===== src/rtl/cnt_run_pkg.sv =====
// Shared types and constants for the counter run controller.
package cnt_run_pkg;

    // Controller state. Two bits hold three states; the spare encoding recovers to IDLE.
    typedef enum logic [1:0] {
        IDLE = 2'd0,
        RUN  = 2'd1,
        DONE = 2'd2
    } run_state_t;

    // Default width of the mirror count.
    localparam int unsigned CNT_W_DEFAULT = 4;

endpackage : cnt_run_pkg


===== src/rtl/cnt_run_ctrl.sv =====
// Run controller for an enable-gated counter. It turns start/stop/pause
// commands into enable and count_clr strobes and keeps a mirror count.
// It also detects the terminal count against a live limit. At terminal it
// either stops with a done pulse or wraps and keeps running (auto-restart).
//
// Command priority, highest first: stop, terminal, start, then pause or
// normal counting. The count register and the terminal comparator sit in
// the same next-state process because they share that priority chain.
//
// There is no valid/ready handshake. start and stop are sampled on every
// rising edge and take effect on that edge. pause is a level input that
// gates enable in the same cycle.
module cnt_run_ctrl
    import cnt_run_pkg::*;
#(
    parameter int unsigned N = CNT_W_DEFAULT
) (
    input  logic         clk,
    input  logic         reset_n,
    input  logic         start,
    input  logic         stop,
    input  logic         pause,
    input  logic         auto_restart,
    input  logic [N-1:0] limit,
    output logic         enable,
    output logic         count_clr,
    output logic         active,
    output logic         done,
    output logic [N-1:0] count,
    output run_state_t   state_dbg
);

    run_state_t   state_q, state_d;
    logic [N-1:0] count_q, count_d;
    logic         count_clr_q, count_clr_d;
    logic         active_q, active_d;
    logic         done_q, done_d;

    // Counter enable. It is combinational, so a pause edge takes effect in the same cycle.
    assign enable = (state_q == RUN) & ~pause;

    // Next-state, count and strobe logic, applied in command-priority order.
    always_comb begin
        state_d     = state_q;
        count_d     = count_q;
        count_clr_d = 1'b0;
        done_d      = 1'b0;
        if (stop) begin
            state_d     = IDLE;
            count_d     = '0;
            count_clr_d = 1'b1;
        end else begin
            unique case (state_q)
                IDLE: begin
                    if (start) begin
                        state_d     = RUN;
                        count_d     = '0;
                        count_clr_d = 1'b1;
                    end
                end
                RUN: begin
                    // A start request in RUN is ignored on purpose. A paused cycle
                    // does not consume the terminal count.
                    if (enable) begin
                        if (count_q == limit) begin
                            done_d = 1'b1;
                            if (auto_restart) begin
                                // The external counter wraps by itself, so no clear strobe is sent.
                                count_d = '0;
                            end else begin
                                state_d = DONE;
                            end
                        end else begin
                            // Modulo-2^N add. If limit is lowered below count, the count wraps around to reach it.
                            count_d = count_q + 1'b1;
                        end
                    end
                end
                DONE: begin
                    if (start) begin
                        state_d     = RUN;
                        count_d     = '0;
                        count_clr_d = 1'b1;
                    end
                end
                default: begin
                    state_d = IDLE;
                    count_d = '0;
                end
            endcase
        end
        active_d = (state_d == RUN);
    end

    // State, count and registered strobes. Reset asserts asynchronously.
    always_ff @(posedge clk or negedge reset_n) begin
        if (!reset_n) begin
            state_q     <= IDLE;
            count_q     <= '0;
            count_clr_q <= 1'b0;
            active_q    <= 1'b0;
            done_q      <= 1'b0;
        end else begin
            state_q     <= state_d;
            count_q     <= count_d;
            count_clr_q <= count_clr_d;
            active_q    <= active_d;
            done_q      <= done_d;
        end
    end

    assign count_clr = count_clr_q;
    assign active    = active_q;
    assign done      = done_q;
    assign count     = count_q;
    assign state_dbg = state_q;

endmodule : cnt_run_ctrl


===== config.mk =====
export PLATFORM = sky130hd
export DESIGN_NAME = cnt_run_ctrl
export DESIGN_NICKNAME = d
export VERILOG_FILES = /design/src/rtl/cnt_run_pkg.sv /design/src/rtl/cnt_run_ctrl.sv
export SDC_FILE = /design/constraint.sdc
export NUM_CORES = 1
export LEC_CHECK = 0
export ABC_AREA = 1
export CORE_MARGIN = 10
export CORE_UTILIZATION = 39
export CTS_CLUSTER_SIZE = 12
export DETAILED_ROUTE_END_ITERATION = 12
export PLACE_DENSITY = 0.72
export SLEW_MARGIN = 20
export SYNTH_ARGS = -nofsm -noshare
export SYNTH_HDL_FRONTEND = slang
export SYNTH_SLANG_ARGS = --single-unit

===== constraint.sdc =====
create_clock -name clk -period 1.2 [get_ports clk]
set_clock_uncertainty 0.05 [all_clocks]
set_input_delay 0.12 -clock clk [delete_from_list [all_inputs] [get_ports clk]]
set_output_delay 0.12 -clock clk [all_outputs]
set_load 0.03 [all_outputs]

=== Yosys cells after proc, flatten, opt, wreduce, memory -nomap -nowiden ===
Cells that the tools add are included.
Widths: inputs -> output; s select.

* Bits in registers: 9
* Bits in read-only memories: 0
* Bits in latches: 0
* Word-level logic and storage cells: 37
* RAM bits: 0
* Memories kept: 0

* Equal/unequal tests: 7
* Mux-type cells: 19
* Shift operators: 0
* Reductions and logical operators: 3
* $mul: 0
* Order comparisons: 0
* Div/mod/pow operators: 0
* Add/subtract/negate cells: 1
* Bitwise operators: 2

{| class="wikitable"
|+ Operators with widths
! kind !! count
|-
| $mux 4 || 5
|-
| $mux 2 || 5
|-
| $pmux 4 s2 || 1
|-
| $mux 1 || 7
|-
| $add 4x1->4 const B || 1
|-
| $eq 2x1->1 const B || 2
|-
| $eq 4x4->1 || 1
|-
| $ne 4x4->1 const B || 1
|-
| $pmux 2 s2 || 1
|-
| $ne 3x1->1 const B || 1
|-
| $ne 3x3->1 const B || 1
|-
| $reduce_and 3->1 || 1
|-
| $eq 2x2->1 const B || 1
|-
| $logic_not 2->1 || 1
|-
| $reduce_or 2->1 || 1
|-
| $and 1x1->1 || 1
|-
| $not 1->1 || 1
|}

=== Logic depth before layout (Yosys ltp) ===
* Word-level depth: 6
* Depth in mapped cells: 9

=== Least setup slack after synthesis ===
Ideal clock, no wire load.

* Kind: reg2reg
* From: register state_q[0] (netlist: state_dbg[0])
* To: register active_q (netlist: active)
* Slack: -0.386 ns
* Stages on the path, launching flop included: 8
* Required time: 1.024 ns
* Library setup time: 0.126 ns
* Path buffers: 0
* Period minus slack after synthesis: 1.586 ns
* Arrival time: 1.410 ns
* Cells stage by stage: dfrtp_1 > inv_2 > nor2_4 > inv_2 > nor2_2 > nand4_1 > nand2_1 > o21ai_0

* Word-level cells in the longest chain between the ends: 6

{| class="wikitable"
|+ RTL lines
! what !! RTL line !! source
|-
| from (decl) || cnt_run_ctrl.sv:33 || <nowiki>run_state_t state_q, state_d;</nowiki>
|-
| from (signal assigned) || cnt_run_ctrl.sv:104 || <nowiki>state_q <= state_d;</nowiki>
|-
| $eq 2x1->1 || cnt_run_ctrl.sv:40 || <nowiki>assign enable = (state_q == RUN) & ~pause;</nowiki>
|-
| $and 1x1->1 || cnt_run_ctrl.sv:40 ||
|-
| named net enable || cnt_run_ctrl.sv:25 || <nowiki>output logic enable,</nowiki>
|-
| $mux 2 || cnt_run_ctrl.sv:64 || <nowiki>if (enable) begin</nowiki>
|-
| $pmux 2 s2 || cnt_run_ctrl.sv:53 || <nowiki>unique case (state_q)</nowiki>
|-
| $mux 2 || cnt_run_ctrl.sv:48 || <nowiki>if (stop) begin</nowiki>
|-
| $eq 2x1->1 || cnt_run_ctrl.sv:92 || <nowiki>active_d = (state_d == RUN);</nowiki>
|-
| named net active_d || cnt_run_ctrl.sv:36 || <nowiki>logic active_q, active_d;</nowiki>
|-
| to (signal assigned) || cnt_run_ctrl.sv:107 || <nowiki>active_q <= active_d;</nowiki>
|-
| to (decl) || cnt_run_ctrl.sv:36 ||
|}

The timed path passes the listed nets, and every way through them passes these cells.
A chain may end at the register's enable or synchronous reset.

=== Worst setup path in the final report ===
* From: register state_q[1] (netlist: state_dbg[1])
* To: register count_q[2] (netlist: count[2])

* Word-level cells in the longest chain between the ends: 4

{| class="wikitable"
|+ RTL lines
! what !! RTL line !! source
|-
| $eq 2x1->1 (tied with other cells) || cnt_run_ctrl.sv:40, cnt_run_ctrl.sv:53 ||
|-
| $and 1x1->1 / $reduce_or 2->1 (equally long branches) || - ||
|-
| $ne 3x3->1 (no source line) (tied with other cells) || - ||
|-
| $reduce_and 3->1 (no source line) / $mux 4 (equally long branches) || - ||
|-
| to (signal assigned) || cnt_run_ctrl.sv:105 || <nowiki>count_q <= count_d;</nowiki>
|-
| to (decl) || cnt_run_ctrl.sv:34 || <nowiki>logic [N-1:0] count_q, count_d;</nowiki>
|}

Several ways; a longest one is shown, not always the timed one.

==> impl_metrics.tcl <==
set metrics [dict create \
    die_x_um 59.41 \
    drt_iter0_drc 14 \
    drive_gt1_share_pct 52.46 \
    clkTransAtPathRegs_ps 70 \
    drt-total-wl_mm 1.801 \
    detail-route-antenna-nets 0 \
    yosysSeqAreaShare_pct 37.19 \
    synthFlopType "dfrtp_1" \
    grt_pass1_wl_mm 2.746 \
    synth_edf_count 0 \
    worst_path_most_repeated_cell "nor2_4" \
    postPlaceCellArea_sq_um 910.9 \
    drt_pass1_iterations 4 \
    internal_power_mw 0.5948 \
    dp.cells 126 \
    stdcell_count 138 \
    tritoncts "built" \
    sw_frac_of_total_pct 34.54 \
    placeableCoreArea_sq_um 1489 \
    clkSinkCount 9 \
    ir_drop_v 0.0005215 \
    path_class "reg2reg" \
    relSlewSlack_pct 70.92 \
    wl_met1_um 694 \
    post-synth-top-area-fraction_pct 37.19 \
    place.gp.congestion 0.8568 \
    slowest_delay_ps 420 \
    yosysUniqueCellTypes 19 \
    vias_per_cell 4.674 \
    die_h_um 59.41 \
    syn-num-nets 91 \
    async_reset_ff_share_pct 100.0 \
    grt_pass1_vias 628 \
    netlist_top_cells_count "22 x nand2_1, 9 x dfrtp_1, 9 x inv_1" \
    vias 645 \
    grt_usage_pct 10.10 \
    dieArea_sq_um 3529 \
    top_layer "met4" \
    final_cell_area_sq_um 1079 \
    setup.worst_path.end_class "flop" \
    drv_cap 0 \
    combPwrFrac_pct 36.5 \
    cts_made_buffers 3 \
    synth_area_sq_um 605.6 \
    drc 0 \
    rows 14 \
    slowest_stage "dfrtp_2" \
    period_share_pct 113.8 \
    rsz0062_at_grt "true" \
    setup_slack_ps -166.0 \
    dpl.hpwl_mm 1.223 \
    synth_warnings 0 \
    dr_wl_met3_um 142 \
    crit_arrival_ps 1520 \
    syn-instance-count 80 \
    synth.most_common_cell "nand2_1" \
    final_core_utilization_pct 72.44 \
    hp-class "in2async" \
    nets 134 \
    total_power_mw 0.9086 \
    wl_met2_um 940 \
    antenna_found_initial 0 \
    violations "negative setup slack" \
    start_util_pct 40.67 \
    synth_seq_cells 9 \
    min_period_ps 1366 \
    cts_max_level 1 \
    leakage_nw 0.5252 \
    overflow 0 \
    p_clk_share_pct 27.0 \
    grt_max_degree 10 \
    power_density_nw_per_um2 842.4 \
    detail_route.wl_per_cell_um 13.05 \
    clock_path_buffers 2 \
    syn_avg_cell_area_sq_um 7.570 \
    synthTopCellsByArea "dfrtp_1 37%, nand2_1 14%, nand3_1 6.6%" \
    placement.io_buffers 19 \
    crit_path_start_kind "flop" \
    io_pins 20 \
    outcome "finished with violations" \
    num_antenna_cells 0 \
    slew_violations 0 \
    crit_chain "nor2_4 > inv_4 > buf_4 > nor2_8 > nand2_8 > nor2_4 > nand3_1 > nand2_1" \
    setup_violations 9 \
    seq_power_share_pct 36.5 \
    hold_violations 0 \
    fmax_mhz 732.1 \
    syn2layout_area_growth_pct 78.10 \
    worst_pin_slew_ps 434.8 \
    critPathRequiredTime_ps 1360 \
    cts_root_buffer "clkbuf_4" \
    cp_max_fo 4 \
    yosysTopAreaCell "dfrtp_1" \
    insertion_delay_ps 270 \
    switchingPower_mw 0.3138 \
]
## registers in the layout, summed over array words and instances (netlist names)
register	cells
active	1
count_clr	1
done	1
count	4
state_dbg	2
## metal layers
layer | vias up | GRT usage, %
met1 | 292 | 10.98
met5 | - | 0
met2 | 20 | 15.75
met4 | 0 | 4.918
li1 | 331 | -
met3 | 2 | 5.150
## worst max-delay path, delay by kind of cell, from the launching register on
kind / cells / cell delay, ps
AND/OR/NAND/NOR: 6 / 650
flip-flops: 1 / 420
buffers and inverters: 2 / 200
## path summary, 6_finish.rpt
check | slack, ps | depth (start not counted) | start | end
min reg2reg | 470 | 2 | count[3] | count[3]
max | -170 | 8 | state_dbg[1] | count[2]
min | 110 | 1 | reset_n | state_dbg[1]
max in group asynchronous | 660 | 1 | reset_n | state_dbg[0]
min in group clk | 470 | 3 | start | state_dbg[0]
max reg2reg | -170 | 8 | state_dbg[1] | count[2]
## metrics by stage
| step | setup slack [ps] | hold WS (ps) | setup TNS (ps) |
|---|---|---|---|
| CTS | -164.4 | 115.1 | -797.2 |
| detailed placement | -286.6 | 405.5 | -1900 |
| global route | -233.4 | 118.3 | -1584 |
| global placement | -240.0 | 398.5 | -1566 |
| finish | -166.0 | 105.9 | -853.3 |
| floorplan | -167.8 | -225.6 | -991.7 |
## what timing repair did
| action | 4_1_cts | 5_1_grt |
|---|---|---|
| gates resized for setup | 15 | 10 |
| buffers inserted | 8 | 0 |
| hold buffers | 0 | 0 |
| endpoints found under the setup margin | 10 | 11 |
| pin swaps | 10 | 8 |
| endpoints found under the hold margin | 0 | 0 |
## layout by cell type (no fill, tap or decap), drive strengths merged
cell,n
xor2,1
inv,14
clkdlybuf4s50,9
nor2,11
dlygate4sd2,2
o21ai,3
ha,1
nand3,9
buf,26
dfrtp,9
clkbuf,4
xnor2,1
clkdlybuf4s15,1
nor4,1
nand2,28
nand4,2
## layout make-up
class	count	area [sq um]
Clock buffer	4	26.28
Fill cell	124	410.4
Inverter	14	55.05
Multi-Input combinational cell	57	420.4
Sequential cell	9	232.7
Tap cell	16	20.02
Timing Repair Buffer	38	324.1
## cell families (layout without fill, tap and decap cells)
family	after synthesis	after routing	synth area share, %
flops	9	9	37.19
compound gates	3	3	2.479
xor+xnor	2	2	2.893
buf+inv	14	56	8.678
fa+ha+maj	1	1	2.066
simple gates	51	51	46.69
## power groups by stage
stage / combinational [mW] / sequential (mW) / clock [mW]
2_1_floorplan: 0.111 / 0.369 / 0
3_3_place_gp: 0.265 / 0.338 / 0
3_5_place_dp: 0.269 / 0.339 / 0
4_1_cts: 0.313 / 0.331 / 0.249
5_1_grt: 0.356 / 0.333 / 0.270
6_report: 0.332 / 0.331 / 0.246
(Power assumes the default switching activity.)
